### config.mk
export PLATFORM = sky130hd
export DESIGN_NAME = microcode_sequencer_flat
export DESIGN_NICKNAME = d
export VERILOG_FILES = /design/src/rtl/microcode_sequencer_if.sv /design/src/rtl/microcode_sequencer.sv /design/src/flat_wrapper.sv
export SDC_FILE = /design/constraint.sdc
export NUM_CORES = 2
export LEC_CHECK = 0
export CAP_MARGIN = 30
export CORE_ASPECT_RATIO = 1.2
export CORE_UTILIZATION = 35
export DETAILED_ROUTE_END_ITERATION = 10
export DONT_BUFFER_PORTS = 1
export PLACE_DENSITY = 0.54
export SYNTH_ARGS = -nofsm -noshare
export SYNTH_HDL_FRONTEND = slang
export SYNTH_SLANG_ARGS = --single-unit
### constraint.sdc
create_clock -name clk -period 2.4 [get_ports clk]
set_input_delay 0.36 -clock clk [delete_from_list [all_inputs] [get_ports clk]]
set_output_delay 0.36 -clock clk [all_outputs]
set_load 0.02 [all_outputs]
### src/rtl/microcode_sequencer_if.sv
// Issue/handshake/configuration bus between the microcode sequencer and its datapath.
// The master side drives opcode, flags, stall/resume and table writes; the slave side issues control words.
interface microcode_sequencer_if #(
    parameter int OPW    = 4,
    parameter int FLAGW  = 2,
    parameter int PHASES = 2,
    parameter int CTRLW  = 13
);
    localparam int PB = $clog2(PHASES);
    localparam int AW = OPW + FLAGW + PB;

    logic [OPW-1:0]   instr;
    logic [FLAGW-1:0] flags_in;
    logic             flags_we;
    logic             ready;
    logic             resume;
    logic             cfg_we;
    logic [AW-1:0]    cfg_addr;
    logic [CTRLW-1:0] cfg_data;
    logic [CTRLW-1:0] ctrl;
    logic             valid;
    logic [PB-1:0]    phase;
    logic [OPW-1:0]   opcode;
    logic             halted;

    modport master (
        output instr, flags_in, flags_we, ready, resume, cfg_we, cfg_addr, cfg_data,
        input  ctrl, valid, phase, opcode, halted
    );

    modport slave (
        input  instr, flags_in, flags_we, ready, resume, cfg_we, cfg_addr, cfg_data,
        output ctrl, valid, phase, opcode, halted
    );
endinterface

### src/rtl/microcode_sequencer.sv
// Programmable microcode control unit: phase counter, opcode latch, flag register and a
// writable {opcode, flags, phase}-indexed control-word table with stall, halt/resume.
module microcode_sequencer #(
    parameter int               OPW        = 4,
    parameter int               FLAGW      = 2,
    parameter int               PHASES     = 2,
    parameter int               CTRLW      = 13,
    parameter int               HALT_BIT   = 0,
    parameter logic [CTRLW-1:0] DEFAULT_CW = 13'h1008
) (
    input logic                  clk,
    input logic                  reset,
    microcode_sequencer_if.slave bus
);
    localparam int PB      = $clog2(PHASES);
    localparam int AW      = OPW + FLAGW + PB;
    localparam int ENTRIES = 2 ** AW;

    typedef enum logic [0:0] {
        ST_RUN  = 1'b0,
        ST_HALT = 1'b1
    } state_t;

    state_t           state_r;
    state_t           state_nxt_s;
    logic [CTRLW-1:0] table_r [ENTRIES];
    logic [CTRLW-1:0] ctrl_r;
    logic [CTRLW-1:0] ctrl_nxt_s;
    logic             valid_r;
    logic             valid_nxt_s;
    logic [PB-1:0]    phase_r;
    logic [PB-1:0]    phase_nxt_s;
    logic [OPW-1:0]   opcode_r;
    logic [OPW-1:0]   opcode_nxt_s;
    logic [FLAGW-1:0] flags_r;
    logic             halted_r;
    logic [OPW-1:0]   op_sel_s;
    logic [AW-1:0]    addr_s;
    logic [CTRLW-1:0] word_s;
    logic             last_phase_s;

    // Lookup address: the fetch phase decodes the incoming opcode, later phases the latched one.
    always_comb begin
        op_sel_s     = (phase_r == PB'(0)) ? bus.instr : opcode_r;
        addr_s       = {op_sel_s, flags_r, phase_r};
        word_s       = table_r[addr_s];
        last_phase_s = (phase_r == PB'(PHASES - 1));
    end

    // Next-state and next-output decode for the RUN/HALT machine.
    always_comb begin
        state_nxt_s  = state_r;
        ctrl_nxt_s   = CTRLW'(0);
        valid_nxt_s  = 1'b0;
        phase_nxt_s  = phase_r;
        opcode_nxt_s = opcode_r;
        case (state_r)
            ST_RUN: begin
                if (bus.ready) begin
                    ctrl_nxt_s   = word_s;
                    valid_nxt_s  = 1'b1;
                    opcode_nxt_s = op_sel_s;
                    if (word_s[HALT_BIT]) begin
                        state_nxt_s = ST_HALT;
                        phase_nxt_s = PB'(0);
                    end else if (last_phase_s) begin
                        state_nxt_s = ST_RUN;
                        phase_nxt_s = PB'(0);
                    end else begin
                        state_nxt_s = ST_RUN;
                        phase_nxt_s = phase_r + PB'(1);
                    end
                end else begin
                    state_nxt_s = ST_RUN;
                end
            end
            ST_HALT: begin
                // Phase was forced to 0 on entry, so resuming restarts at the fetch phase.
                if (bus.resume) begin
                    state_nxt_s = ST_RUN;
                end else begin
                    state_nxt_s = ST_HALT;
                end
            end
            default: begin
                state_nxt_s = ST_RUN;
                phase_nxt_s = PB'(0);
            end
        endcase
    end

    // FSM state and registered issue outputs.
    always_ff @(posedge clk or negedge reset) begin
        if (!reset) begin
            state_r  <= ST_RUN;
            ctrl_r   <= CTRLW'(0);
            valid_r  <= 1'b0;
            phase_r  <= PB'(0);
            opcode_r <= OPW'(0);
            halted_r <= 1'b0;
        end else begin
            state_r  <= state_nxt_s;
            ctrl_r   <= ctrl_nxt_s;
            valid_r  <= valid_nxt_s;
            phase_r  <= phase_nxt_s;
            opcode_r <= opcode_nxt_s;
            halted_r <= (state_nxt_s == ST_HALT);
        end
    end

    // Flag register loads in any state; the same-cycle lookup still sees the old value.
    always_ff @(posedge clk or negedge reset) begin
        if (!reset) begin
            flags_r <= FLAGW'(0);
        end else if (bus.flags_we) begin
            flags_r <= bus.flags_in;
        end else begin
            flags_r <= flags_r;
        end
    end

    // Control-word table; a write becomes visible to lookups from the following cycle.
    always_ff @(posedge clk or negedge reset) begin
        if (!reset) begin
            for (int i = 0; i < ENTRIES; i++) begin
                table_r[i] <= DEFAULT_CW;
            end
        end else if (bus.cfg_we) begin
            table_r[bus.cfg_addr] <= bus.cfg_data;
        end
    end

    assign bus.ctrl   = ctrl_r;
    assign bus.valid  = valid_r;
    assign bus.phase  = phase_r;
    assign bus.opcode = opcode_r;
    assign bus.halted = halted_r;
endmodule

### src/flat_wrapper.sv
// flat-port wrapper written by rule: the top's interface ports become plain ports
module microcode_sequencer_flat 
#(
    parameter int               OPW        = 4,
    parameter int               FLAGW      = 2,
    parameter int               PHASES     = 2,
    parameter int               CTRLW      = 13,
    parameter int               HALT_BIT   = 0,
    parameter logic [CTRLW-1:0] DEFAULT_CW = 13'h1008
)
  (clk, reset, bus_instr, bus_flags_in, bus_flags_we, bus_ready, bus_resume, bus_cfg_we, bus_cfg_addr, bus_cfg_data, bus_ctrl, bus_valid, bus_phase, bus_opcode, bus_halted);
  microcode_sequencer_if #(.OPW(OPW), .FLAGW(FLAGW), .PHASES(PHASES), .CTRLW(CTRLW)) bus_i ();
  input logic clk;
  input logic reset;
  input wire logic [$bits(bus_i.instr)-1:0] bus_instr;
  input wire logic [$bits(bus_i.flags_in)-1:0] bus_flags_in;
  input wire logic [$bits(bus_i.flags_we)-1:0] bus_flags_we;
  input wire logic [$bits(bus_i.ready)-1:0] bus_ready;
  input wire logic [$bits(bus_i.resume)-1:0] bus_resume;
  input wire logic [$bits(bus_i.cfg_we)-1:0] bus_cfg_we;
  input wire logic [$bits(bus_i.cfg_addr)-1:0] bus_cfg_addr;
  input wire logic [$bits(bus_i.cfg_data)-1:0] bus_cfg_data;
  output wire logic [$bits(bus_i.ctrl)-1:0] bus_ctrl;
  output wire logic [$bits(bus_i.valid)-1:0] bus_valid;
  output wire logic [$bits(bus_i.phase)-1:0] bus_phase;
  output wire logic [$bits(bus_i.opcode)-1:0] bus_opcode;
  output wire logic [$bits(bus_i.halted)-1:0] bus_halted;
  assign bus_i.instr = bus_instr;
  assign bus_i.flags_in = bus_flags_in;
  assign bus_i.flags_we = bus_flags_we;
  assign bus_i.ready = bus_ready;
  assign bus_i.resume = bus_resume;
  assign bus_i.cfg_we = bus_cfg_we;
  assign bus_i.cfg_addr = bus_cfg_addr;
  assign bus_i.cfg_data = bus_cfg_data;
  assign bus_ctrl = bus_i.ctrl;
  assign bus_valid = bus_i.valid;
  assign bus_phase = bus_i.phase;
  assign bus_opcode = bus_i.opcode;
  assign bus_halted = bus_i.halted;
  microcode_sequencer #(.OPW(OPW), .FLAGW(FLAGW), .PHASES(PHASES), .CTRLW(CTRLW), .HALT_BIT(HALT_BIT), .DEFAULT_CW(DEFAULT_CW)) u_core (.clk(clk), .reset(reset), .bus(bus_i));
endmodule
# Word level (Yosys, flattened, before mapping)
# Index checks and enable logic that the tools add are counted.
# op_classes
bitwise_logic	3
n_reduce_logical	2
addsub	1
muxes	17
magnitude_cmp	3
# op_table
op	n
$bwmux W1664	1
$bmux W13 S7	1
$demux W13 S7	1
$mux W13	5
$ge A8 B8 Y1 const B	2
$not A7 Y8	2
$lt A8 B1 Y1 const B	1
$mux W1	7
$mux W4	1
$pmux W1 S2	1
$reduce_and A2 Y1	1
$add A1 B1 Y1 const B	1
$logic_and A1 B1 Y1	1
$not A1 Y1	1
# totals
regBits	1686
elab_cells	160
inputBits	32

# Longest topological paths before layout
# depth
depth_word	8
ltp_mapped	11

# Worst setup path before layout
# Ideal clock, no wire load.
# synth_path
path_type	register to register
from	register u_core.phase_r (netlist: u_core.bus.phase)
to	register u_core.ctrl_r[10] (netlist: u_core.bus.ctrl[10])
stages_incl_launch_ff	9
required_time_ns	2.257
period_less_slack_ns	2.716
arrival_ns	2.573
path_slack_ns	-0.316
cell_sequence	dfrtp_1 -> buf_6 -> buf_6 -> buf_2 -> buf_2 -> mux4_2 -> mux4_2 -> a21oi_1 -> o2111ai_1
# synth_via
elab_chain_len	7
# synth_lines
element	line	rtl
start: declaration	microcode_sequencer.sv:31	logic [PB-1:0] phase_r;
start signal: assignment	microcode_sequencer.sv:105	phase_r <= phase_nxt_s;
$mux W4	microcode_sequencer.sv:44	op_sel_s = (phase_r == PB'(0)) ? bus.instr : opcode_r;
$not A7 Y8 (implied by the code) (*)	microcode_sequencer.sv:46	word_s = table_r[addr_s];
$bmux W13 S7 (*)	microcode_sequencer.sv:46	
$mux W13 (implied by the code) (*) (2 in series)	microcode_sequencer.sv:46	
$mux W13 (*)	microcode_sequencer.sv:59	if (bus.ready) begin
$mux W13 (*)	microcode_sequencer.sv:57	case (state_r)
named net u_core.ctrl_nxt_s[10]	microcode_sequencer.sv:28	logic [CTRLW-1:0] ctrl_nxt_s;
end signal: assignment	microcode_sequencer.sv:103	ctrl_r <= ctrl_nxt_s;
end: declaration	microcode_sequencer.sv:27	logic [CTRLW-1:0] ctrl_r;
# Mark *: on every way through the listed nets, which the timed path passes. The rest lies on a longest branch. The select of a mux whose other input is x is not followed.
# A chain may end at the register's enable or synchronous reset.

# Final worst setup path
# layout_path
from	register u_core.phase_r (netlist: u_core.bus.phase)
to	register u_core.ctrl_r[11] (netlist: u_core.bus.ctrl[11])
# The elaborated chain is that of the path after synthesis.

==> out/metrics.csv <==
stage,metric,value,unit
outcome,status,"complete, but fails checks",
outcome,violations,"negative hold slack, negative setup slack",
synthesis,synth_top_family_by_area,multiplexers,
power_and_ir_drop,vdd_ir_drop_max,0.000766,V
worst_setup_path,cp_cell_sequence,buf_12 > buf_12 > buf_12 > buf_12 > buf_12 > mux4_2 > mux4_2 > and3_4 > a311oi_2 > buf_4 > o2111ai_1,
synthesis,synth_edf_count,0,
worst_setup_path,startpoint_type,flop,
worst_setup_path,crit_path_max_incr_delay,540,ps
placement,dp_slack,-1350,ps
synthesis,synth-compound-area-share,0.630,%
power_and_ir_drop,seqPwrFrac,40.6,%
timing,report.final.hold_viol_count,122,
worst_setup_path,path_buf_inv,6,
power_and_ir_drop,switching_share,27.4,%
synthesis,async_flop_share,100,%
timing,whs,-792,ps
worst_setup_path,worstSetupPathType,reg -> reg,
timing,rsz0062_at_grt,true,
timing,drv_slew,0,
synthesis,synth.net_count,4729,
power_and_ir_drop,power.density,878,nW/um^2
synthesis,synth_seq_cells,1686,
synthesis,synth_ff_type,dfrtp_1,
synthesis,synth-warning-count,0,
synthesis,yosysTopAreaCellShare,46.7,%
worst_setup_path,crit_end,u_core.bus.ctrl[11],
timing,max_slew_margin,21.6,%
global_routing,antenna_found_initial,5,
worst_setup_path,crit_slowest_cell,mux4_2,
worst_setup_path,cp_num_cells,11,
power_and_ir_drop,combPwrFrac,22.3,%
clock_tree,cts_buffer_depth,3,
synthesis,synth_commonest_cells,"1,675 x mux2_2, 1,430 x dfrtp_1, 509 x mux4_2",
synthesis,synthMuxAreaShare,39.7,%
power_and_ir_drop,power.internal,57.9,mW
routing,drt-total-wl,215000,um
floorplan,boundaryPins,52,
synthesis,ys_types,41,
timing,max_freq,322,MHz
synthesis,avgSynthCellArea,16.3,um^2
timing,worst_pin_slew,1180,ps
floorplan,start_util,35.3,%
worst_setup_path,worst_path_most_repeated_cell,buf_12,
cells_and_area,final_core_util,41.9,%
timing,skew,26.7,ps
worst_setup_path,startpoint,u_core.bus.phase,
worst_setup_path,regToRegSetupSlack,-710,ps
floorplan,die_h,515,um
clock_tree,clkSinkCount,1686,
timing,period_share,129,%
timing,timing.final.ws_setup,-706,ps
worst_setup_path,crit_family,multiplexers,
cells_and_area,area_growth,18.5,%
routing,wl_per_cell,27.4,um
placement,io_buffers,0,
routing,drt_iter0_markers,2729,
synthesis,synth_fa_ha_area_share,0,%
power_and_ir_drop,power.leakage,41.2,nW
cells_and_area,fill_cells,19500,
job,maxCapViolCount,0,
clock_tree,insertion_delay,840,ps
clock_tree,clkTransAtPathRegs,60,ps
timing,setup_viol,15,
clock_tree,cts_tree,done,
worst_setup_path,cp_max_fo,7,
synthesis,yosys.area_share.xor_xnor,0,%
clock_tree,numCtsBuffers,185,
synthesis,syn_inst,4697,
placement,gp_congestion,0.821,
floorplan,die_area,221000,um^2
synthesis,synth.area.top_cells,"dfrtp_1 47%, mux2_2 25%, mux4_2 15%, dfstp_2 8.8%, clkbuf_1 1.4%",
power_and_ir_drop,p_clk_share,37.1,%
routing,vias,42500,
floorplan,die_w,429,um
synthesis,synth_area,76700,um^2
worst_setup_path,cp.required,3100,ps
routing,drcViolationCount,0,
placement,dp_hpwl,128000,um
timing,fin_tns_setup,-8610,ps
synthesis,yosys.area_share.simple,1.55,%
clock_tree,cts_hold_buf,30,
power_and_ir_drop,switching_power,21.8,mW
global_routing,grt_pass1_vias,45700,
global_routing,grt_first_pass_wirelength,322000,um
clock_tree,clockRootBuffer,clkbuf_16,
worst_setup_path,timing.rr.start,u_core.bus.phase,
worst_setup_path,r2r-end,u_core.bus.ctrl[11],
routing,postRouteAntennaNets,0,
timing,period_needed,3110,ps
floorplan,rows,187,
synthesis,synth_most_common_cell,mux2_2,
synthesis,synth_top_area_cell,dfrtp_1,
global_routing,overflow,0,
cells_and_area,drive_gt1_share,64.6,%
cells_and_area,nets,4875,
global_routing,grt_max_degree,217,
routing,dr.pass1.iters,5,
clock_tree,htree_levels,4,
worst_setup_path,reg2regPathDepth,11,
global_routing,track_usage,19.6,%
synthesis,yosysSeqAreaShare,55.5,%
worst_hold_path,hp-class,in -> async,
floorplan,core_area,217000,um^2
routing,via_per_inst,5.41,
worst_setup_path,crit_path_end_kind,flop,
worst_setup_path,worstPathArrival,3810,ps
## per-stage QoR
step	power, mW	hold WS (ps)	cells	cell area (um^2)
6_report	79.7	-792	7847	90800
4_1_cts	80.3	-856	7821	90400
3_3_place_gp	48.3	64.9	7401	82400
3_5_place_dp	48.6	64.9	7402	82400
2_1_floorplan	43.0	64.4	4697	76900
5_1_grt	83.0	-841	7844	90800
## power groups by stage
stage | Sequential, mW | Combinational (mW) | Clock, mW
CTS | 32.4 | 17.6 | 30.3
detailed placement | 32.9 | 15.7 | 0
floorplan | 32.4 | 10.5 | 0
global placement | 32.8 | 15.5 | 0
finish | 32.4 | 17.8 | 29.5
global route | 32.7 | 18.8 | 31.5
## worst min path at each step
| stage | start | to |
|---|---|---|
| CTS | reset | u_core.table_r[690] |
| global placement | reset | u_core.table_r[690] |
| floorplan | reset | u_core.bus.ctrl[0] |
| global route | reset | u_core.table_r[690] |
| finish | reset | u_core.table_r[690] |
| detailed placement | reset | u_core.table_r[690] |
## sequential cells by signal, indices dropped and copies added, names as in the netlist
signal and cells:
u_core.bus.phase 1, u_core.table_r 1664, u_core.flags_r 2, u_core.bus.ctrl 13, u_core.bus.opcode 4, u_core.state_r 1
u_core.bus.valid 1
## layout make-up
cell class / count / area [um^2] / area share (%)
tap: 2835 / 3550 / 3.91
sequential: 1686 / 42500 / 46.8
multi-input combinational: 2522 / 32700 / 36.0
clock inverter: 47 / 779 / 0.858
inverter: 27 / 101 / 0.112
antenna: 4 / 10.0 / 0.0110
timing repair buffer: 421 / 5580 / 6.14
clock buffer: 305 / 5610 / 6.18
## metal layers
layer	GRT usage, %	routed length, um	vias to the layer above
met3	2.49	7510	287
met2	33.7	109000	755
met5	0	0	-
met1	25.6	91200	23600
met4	6.16	6550	0
li1	-	-	17900
## kinds of logic after synthesis
logic type / count (synthesis)
multiplexers: 2196
flip-flops: 1686
buffers and inverters: 489
AND/OR/NAND/NOR: 257
AO/OA/AOI/OAI: 69
## cell usage in the layout, fill, tap and decap left out, types with 6 or more instances in the layout
cell type | netlist | routed
nor2_1 | 61 | 54
nand3_1 | 30 | 21
mux2_2 | 1675 | 1674
mux4_2 | 509 | 509
nor2b_1 | 8 | 8
dlygate4sd3_1 | 0 | 17
nand2b_1 | 9 | 8
buf_4 | 8 | 229
nand2_1 | 88 | 88
o21ai_4 | 0 | 7
clkinv_2 | 0 | 16
buf_6 | 10 | 16
inv_2 | 0 | 9
nor3_2 | 0 | 6
a311oi_2 | 0 | 11
inv_1 | 27 | 18
nor3_1 | 12 | 6
nor2_2 | 0 | 7
mux2i_1 | 12 | 12
nor4_2 | 0 | 6
clkbuf_1 | 278 | 68
clkbuf_8 | 0 | 51
and3_4 | 0 | 10
nand3_2 | 0 | 9
dfrtp_1 | 1430 | 1427
buf_16 | 0 | 35
dfstp_2 | 256 | 256
bufinv_16 | 0 | 12
o2111ai_2 | 0 | 9
buf_12 | 0 | 110
clkbuf_16 | 0 | 192
and3_1 | 25 | 15
a21oi_1 | 12 | 6
## what timing repair did
action / 4_1_cts / 5_1_grt
pin swaps: 25 / 13
resized for setup: 117 / 28
cloned: 7 / 6
setup endpoints to repair: 449 / 335
buffers inserted: 33 / 17
endpoints found under the hold margin: 1794 / 122
Note: power is estimated with default switching activity, not from simulation.
